==> src/rtl/ps2_key_event_fifo_if.sv <==
// Key-event stream between ps2_key_event_fifo and its consumer.
// The master presents the FIFO head entry and the slave pops it with ready.
interface ps2_key_event_fifo_if;
    logic       valid;
    logic       ready;
    logic [7:0] code;
    logic       ext;
    logic       make;

    modport master (output valid, output code, output ext, output make, input ready);
    modport slave  (input valid, input code, input ext, input make, output ready);
endinterface

==> src/rtl/ps2_key_event_fifo.sv <==
// PS/2 set-2 key event decoder with typematic-repeat suppression, press
// counter and a first-word-fall-through event queue.
module ps2_key_event_fifo #(
    parameter int FIFO_DEPTH      = 8,
    parameter int CNT_W           = 8,
    parameter int SUPPRESS_REPEAT = 1
) (
    input  logic                          clk,
    input  logic                          resetn,
    input  logic [7:0]                    kb_data,
    input  logic                          kb_ready,
    input  logic                          kb_overflow,
    output logic                          kb_nextdata_n,
    ps2_key_event_fifo_if.master          evt,
    output logic [7:0]                    cur_code,
    output logic                          cur_ext,
    output logic                          key_held,
    output logic [CNT_W-1:0]              press_cnt,
    output logic [$clog2(FIFO_DEPTH):0]   fifo_level,
    output logic                          err,
    input  logic                          clr_err
);
    localparam int AW = $clog2(FIFO_DEPTH);
    localparam int LW = AW + 1;

    typedef enum logic [1:0] {IDLE, ACK, SETTLE} state_t;

    typedef struct packed {
        logic       ext;
        logic [7:0] code;
        logic       make;
    } ev_t;

    state_t          state, state_nxt;
    logic [7:0]      byte_q;
    logic            ext_f, brk_f;

    ev_t             mem [FIFO_DEPTH];
    ev_t             head;
    logic [AW-1:0]   wr_ptr, rd_ptr;
    logic [LW-1:0]   level;

    // Decode signals, only meaningful while in ACK.
    logic            in_ack, is_e0, is_f0, is_junk, evt_hit, match, rpt, take, take_make;
    ev_t             new_ev;
    logic            full, pop, wr, drop;

    // Intake state register.
    always_ff @(posedge clk or negedge resetn) begin
        if (!resetn) state <= IDLE;
        else         state <= state_nxt;
    end

    // Intake next state; the pop strobe is low only for the ACK cycle.
    always_comb begin
        state_nxt     = state;
        kb_nextdata_n = 1'b1;
        case (state)
            IDLE:    if (kb_ready) state_nxt = ACK;
            ACK: begin
                kb_nextdata_n = 1'b0;
                state_nxt     = SETTLE;
            end
            SETTLE:  state_nxt = IDLE;
            default: state_nxt = IDLE;
        endcase
    end

    // Capture the offered byte when leaving IDLE.
    always_ff @(posedge clk or negedge resetn) begin
        if (!resetn)                       byte_q <= 8'h00;
        else if (state == IDLE && kb_ready) byte_q <= kb_data;
    end

    // Byte classification and repeat detection.
    always_comb begin
        in_ack    = (state == ACK);
        is_e0     = (byte_q == 8'hE0);
        is_f0     = (byte_q == 8'hF0);
        is_junk   = (byte_q == 8'h00) || (byte_q == 8'hAA) || (byte_q == 8'hEE) ||
                    (byte_q == 8'hFA) || (byte_q == 8'hFE) || (byte_q == 8'hFF);
        evt_hit   = in_ack && !is_e0 && !is_f0 && !is_junk;
        new_ev    = '{ext: ext_f, code: byte_q, make: ~brk_f};
        match     = ({ext_f, byte_q} == {cur_ext, cur_code});
        rpt       = (SUPPRESS_REPEAT != 0) && !brk_f && key_held && match;
        take      = evt_hit && !rpt;
        take_make = take && !brk_f;
    end

    // Prefix flags: E0/F0 accumulate, any other byte ends the sequence.
    always_ff @(posedge clk or negedge resetn) begin
        if (!resetn) begin
            ext_f <= 1'b0;
            brk_f <= 1'b0;
        end else if (in_ack) begin
            if (is_e0)      ext_f <= 1'b1;
            else if (is_f0) brk_f <= 1'b1;
            else begin
                ext_f <= 1'b0;
                brk_f <= 1'b0;
            end
        end
    end

    // Held-key tracking and press counter; these update even if the queue drops.
    always_ff @(posedge clk or negedge resetn) begin
        if (!resetn) begin
            cur_code  <= 8'h00;
            cur_ext   <= 1'b0;
            key_held  <= 1'b0;
            press_cnt <= '0;
        end else if (take_make) begin
            cur_code  <= byte_q;
            cur_ext   <= ext_f;
            key_held  <= 1'b1;
            press_cnt <= press_cnt + 1'b1;
        end else if (take && match) begin
            key_held  <= 1'b0;
        end
    end

    assign full = (level == LW'(FIFO_DEPTH));
    assign pop  = (level != '0) && evt.ready;
    assign wr   = take && (!full || pop);
    assign drop = take && full && !pop;

    // Queue storage; no reset needed since level gates every read.
    always_ff @(posedge clk) begin
        if (wr) mem[wr_ptr] <= new_ev;
    end

    // Pointers and occupancy; pointers wrap naturally at the power-of-two depth.
    always_ff @(posedge clk or negedge resetn) begin
        if (!resetn) begin
            wr_ptr <= '0;
            rd_ptr <= '0;
            level  <= '0;
        end else begin
            if (wr)  wr_ptr <= wr_ptr + 1'b1;
            if (pop) rd_ptr <= rd_ptr + 1'b1;
            case ({wr, pop})
                2'b10:   level <= level + 1'b1;
                2'b01:   level <= level - 1'b1;
                default: level <= level;
            endcase
        end
    end

    // Registered head so the outputs keep the last event once the queue empties.
    always_ff @(posedge clk or negedge resetn) begin
        if (!resetn)
            head <= '0;
        else if (wr && (level == '0 || (pop && level == LW'(1))))
            head <= new_ev;
        else if (pop && level > LW'(1))
            head <= mem[rd_ptr + 1'b1];
    end

    // Sticky error; a same-cycle set beats the clear.
    always_ff @(posedge clk or negedge resetn) begin
        if (!resetn)                  err <= 1'b0;
        else if (drop || kb_overflow) err <= 1'b1;
        else if (clr_err)             err <= 1'b0;
    end

    assign evt.valid  = (level != '0);
    assign evt.code   = head.code;
    assign evt.ext    = head.ext;
    assign evt.make   = head.make;
    assign fifo_level = level;
endmodule

==> src/flat_wrapper.sv <==
// flat-port wrapper written by rule: the top's interface ports become plain ports
module ps2_key_event_fifo_flat 
#(
    parameter int FIFO_DEPTH      = 8,
    parameter int CNT_W           = 8,
    parameter int SUPPRESS_REPEAT = 1
)
  (clk, resetn, kb_data, kb_ready, kb_overflow, kb_nextdata_n, cur_code, cur_ext, key_held, press_cnt, fifo_level, err, clr_err, evt_valid, evt_code, evt_ext, evt_make, evt_ready);
  ps2_key_event_fifo_if evt_i ();
  input  logic clk;
  input  logic resetn;
  input  logic [7:0] kb_data;
  input  logic kb_ready;
  input  logic kb_overflow;
  output logic kb_nextdata_n;
  output logic [7:0] cur_code;
  output logic cur_ext;
  output logic key_held;
  output logic [CNT_W-1:0] press_cnt;
  output logic [$clog2(FIFO_DEPTH):0] fifo_level;
  output logic err;
  input  logic clr_err;
  output wire logic [$bits(evt_i.valid)-1:0] evt_valid;
  output wire logic [$bits(evt_i.code)-1:0] evt_code;
  output wire logic [$bits(evt_i.ext)-1:0] evt_ext;
  output wire logic [$bits(evt_i.make)-1:0] evt_make;
  input wire logic [$bits(evt_i.ready)-1:0] evt_ready;
  assign evt_valid = evt_i.valid;
  assign evt_code = evt_i.code;
  assign evt_ext = evt_i.ext;
  assign evt_make = evt_i.make;
  assign evt_i.ready = evt_ready;
  ps2_key_event_fifo #(.FIFO_DEPTH(FIFO_DEPTH), .CNT_W(CNT_W), .SUPPRESS_REPEAT(SUPPRESS_REPEAT)) u_core (.clk(clk), .resetn(resetn), .kb_data(kb_data), .kb_ready(kb_ready), .kb_overflow(kb_overflow), .kb_nextdata_n(kb_nextdata_n), .evt(evt_i), .cur_code(cur_code), .cur_ext(cur_ext), .key_held(key_held), .press_cnt(press_cnt), .fifo_level(fifo_level), .err(err), .clr_err(clr_err));
endmodule
==> config.mk <==
export PLATFORM = sky130hd
export DESIGN_NAME = ps2_key_event_fifo_flat
export DESIGN_NICKNAME = d
export VERILOG_FILES = /design/src/rtl/ps2_key_event_fifo_if.sv /design/src/rtl/ps2_key_event_fifo.sv /design/src/flat_wrapper.sv
export SDC_FILE = /design/constraint.sdc
export NUM_CORES = 1
export LEC_CHECK = 0
export BUFFER_PORTS_ARGS = -buffer_cell sky130_fd_sc_hd__buf_2
export CORE_MARGIN = 2
export CORE_UTILIZATION = 55
export DETAILED_ROUTE_END_ITERATION = 8
export HOLD_SLACK_MARGIN = 0.12
export PLACE_DENSITY = 0.74
export REMOVE_ABC_BUFFERS = 1
export SLEW_MARGIN = 10
export SYNTH_ARGS = -nofsm -noshare
export SYNTH_HDL_FRONTEND = slang
export SYNTH_SLANG_ARGS = --single-unit
==> constraint.sdc <==
create_clock -name clk -period 4.36 [get_ports clk]
set_input_delay 0.436 -clock clk [delete_from_list [all_inputs] [get_ports clk]]
set_output_delay 0.436 -clock clk [all_outputs]
set_load 0.1 [all_outputs]
==> metrics.txt <==
kind of critical path=reg -> reg; drt drc=0; CTS max path bufs=2; iteration count of the initial detailed-routing pass=4; Synth async-reset ratio=38.9%; number of synthesized flops with an enable pin=80; average size of a mapped cell=14.7 um^2; fin crit share=70.9%; top_reg_cell synth=edfxtp_1; clk_skew=0.00963 ns; crit-path max FO=14; Die ar.=0.0110 mm^2; sequential-to-total area share from yosys stat=about two thirds; most frequent cells in the layout=80 x edfxtp_1, 51 x dfrtp_1, 48 x buf_2, 42 x mux2i_1, 29 x nand2_1; antenna-violating nets left=0; Resize count post-CTS=0; ratio of cells with drive above 1 in the final layout=between 20 and 30%; final net count=463; clk_lat worst skew=~0.52 ns; Clock transition at path regs=0.06 ns; antenna cells=0; postcts setup bufs=0; Die W=105 um; Starting Density=between 50% and 60%; cts bufs inserted=17; CTS tree=yes; hold-fix buffers at CTS=2; Yosys top cell area share=42.8%; RSZ-0062 raised after global routing=no; final-report setup violation count=0; Startpoint Class=flip-flop; Via Count=3336; Root Driver=clkbuf_8; DIE HEIGHT=105 um; initial antenna violation count=0; total grt overflow=0; num rows=36; Tightest Pin Transition=1.25 ns; mapped cell area=around 0.0056 mm^2; DP HPWL=just under 7 mm; Ys Warns=0; Min Clock Period, post-route=3.09 ns; status=finished, final reports clean; GR Util All Layers=21.3%; core area=0.00986 mm^2; H-tree depth=4; vias per cell=~5.7; Yosys reg bits=~130; Synth area leaders=edfxtp_1 43%, dfrtp_1 23%, mux2i_1 7.5%; pin count of the biggest net entering global routing=between 50 and 60; Max-Cap Viols=0; Rel. slew slack=between 10% and 20%; leading area contributor after synthesis=edfxtp_1; Area Growth Syn to Fin=18.9%; I/O Buffers=48; vias in the first global route=3393; commonest non-fill, non-tap cell in the layout=edfxtp_1; first-pass GRT wire length=17.8 mm; final-report hold violation count=0; Fmax=324 MHz; Hold Crit Class=in -> reg; Final Slew Violations=0; DR WL/cell=19.0 um; drt first-iter violations=~160; WL final=11.1 mm; CP Capture Type=flip-flop; critical path arrival=3.48 ns; Synth Instances=381; TritonCTS Sinks=about 130; Critical Path RT=4.75 ns; Netlist cell types=39; Fin Setup TNS=0 ns; Placer Congestion=0.757; I/O pin cnt=49
through the flow:
stage	setup WS [ns]	cell area (um^2)	hold slack (ns)	utilization, %	cells
after floorplan	0.737	5510	0.140	-	363
after global placement	1.47	6030	0.457	61.1	554
after detailed placement	1.32	6030	0.468	61.1	554
after CTS	1.25	6680	0.132	67.7	588
after global routing	1.00	6680	0.135	67.7	588
final	1.27	6680	0.150	67.7	588
cells in the mapped netlist (5+ instances only):
library cell / n
edfxtp_1: 80
dfrtp_1: 51
mux2i_1: 42
nand2_1: 29
xnor2_1: 22
a22oi_1: 18
mux2_2: 18
o21ai_0: 13
mux2_4: 11
nor2_1: 11
buf_2: 7
ha_1: 7
inv_1: 7
clkbuf_1: 6
nand3_1: 6
a21oi_1: 5
final timing paths:
path                            depth (start not counted)              endpoint                start  slack [ns]
worst min-delay path                                    2      u_core.byte_q[4]           kb_data[4]        0.15
worst min register to register                          1   u_core.press_cnt[7]  u_core.press_cnt[7]        0.47
max in group asynchronous                               3      u_core.byte_q[6]               resetn        3.32
min in group asynchronous                               3  u_core.fifo_level[1]               resetn        0.59
worst max register to register                          6    u_core.evt.code[2]     u_core.byte_q[1]        1.27
worst max-delay path                                    6    u_core.evt.code[2]     u_core.byte_q[1]        1.27
cell families after synthesis:
kind of cell,Yosys count,synth area share [%]
buffers and inverters,26,2.43
DFF,131,65.5
xor gates and xnor gates,26,4.06
adders and majority gates,7,1.56
muxes,71,14.0
and+or+nand+nor,77,7.24
AOI/OAI and AO/OA,43,5.17
worst max-delay path, stage by stage, from the launching register on:
cell and delay, ns:
dfrtp_1 0.69, nor4_2 0.14, a41oi_1 0.31, a21boi_2 0.25
a21boi_2 0.23, nand4b_1 0.76, mux2_4 0.58
per-layer routing:
layer,vias to the layer above,part of all wire [%],track usage [%]
met5,-,0,0
met4,0,0.82,6.67
met3,9,5.0,5.93
met2,93,48,33.6
met1,1688,46,28.8
li1,1546,-,-
sequential cells by signal, indices dropped and copies added, names as in the netlist, 2 cells and up:
| name | cells |
|---|---|
| u_core.rd_ptr | 3 |
| u_core.fifo_level | 4 |
| u_core.mem | 80 |
| u_core.cur_code | 8 |
| u_core.byte_q | 8 |
| u_core.wr_ptr | 3 |
| u_core.press_cnt | 8 |
| u_core.evt.code | 8 |
| u_core.state | 2 |
cell type report:
class / instances / area [um^2]
sequential: 131 / 3680
fill: 640 / 3190
multi-input combinational: 224 / 1840
clock buffer: 19 / 442
timing repair buffer: 60 / 335
clock inverter: 13 / 183
tap: 133 / 166
inverter: 8 / 30.0
Power is left out: the tool's default activity adds up to more than one toggle a clock period on the data nets, which glitch-free logic cannot reach.
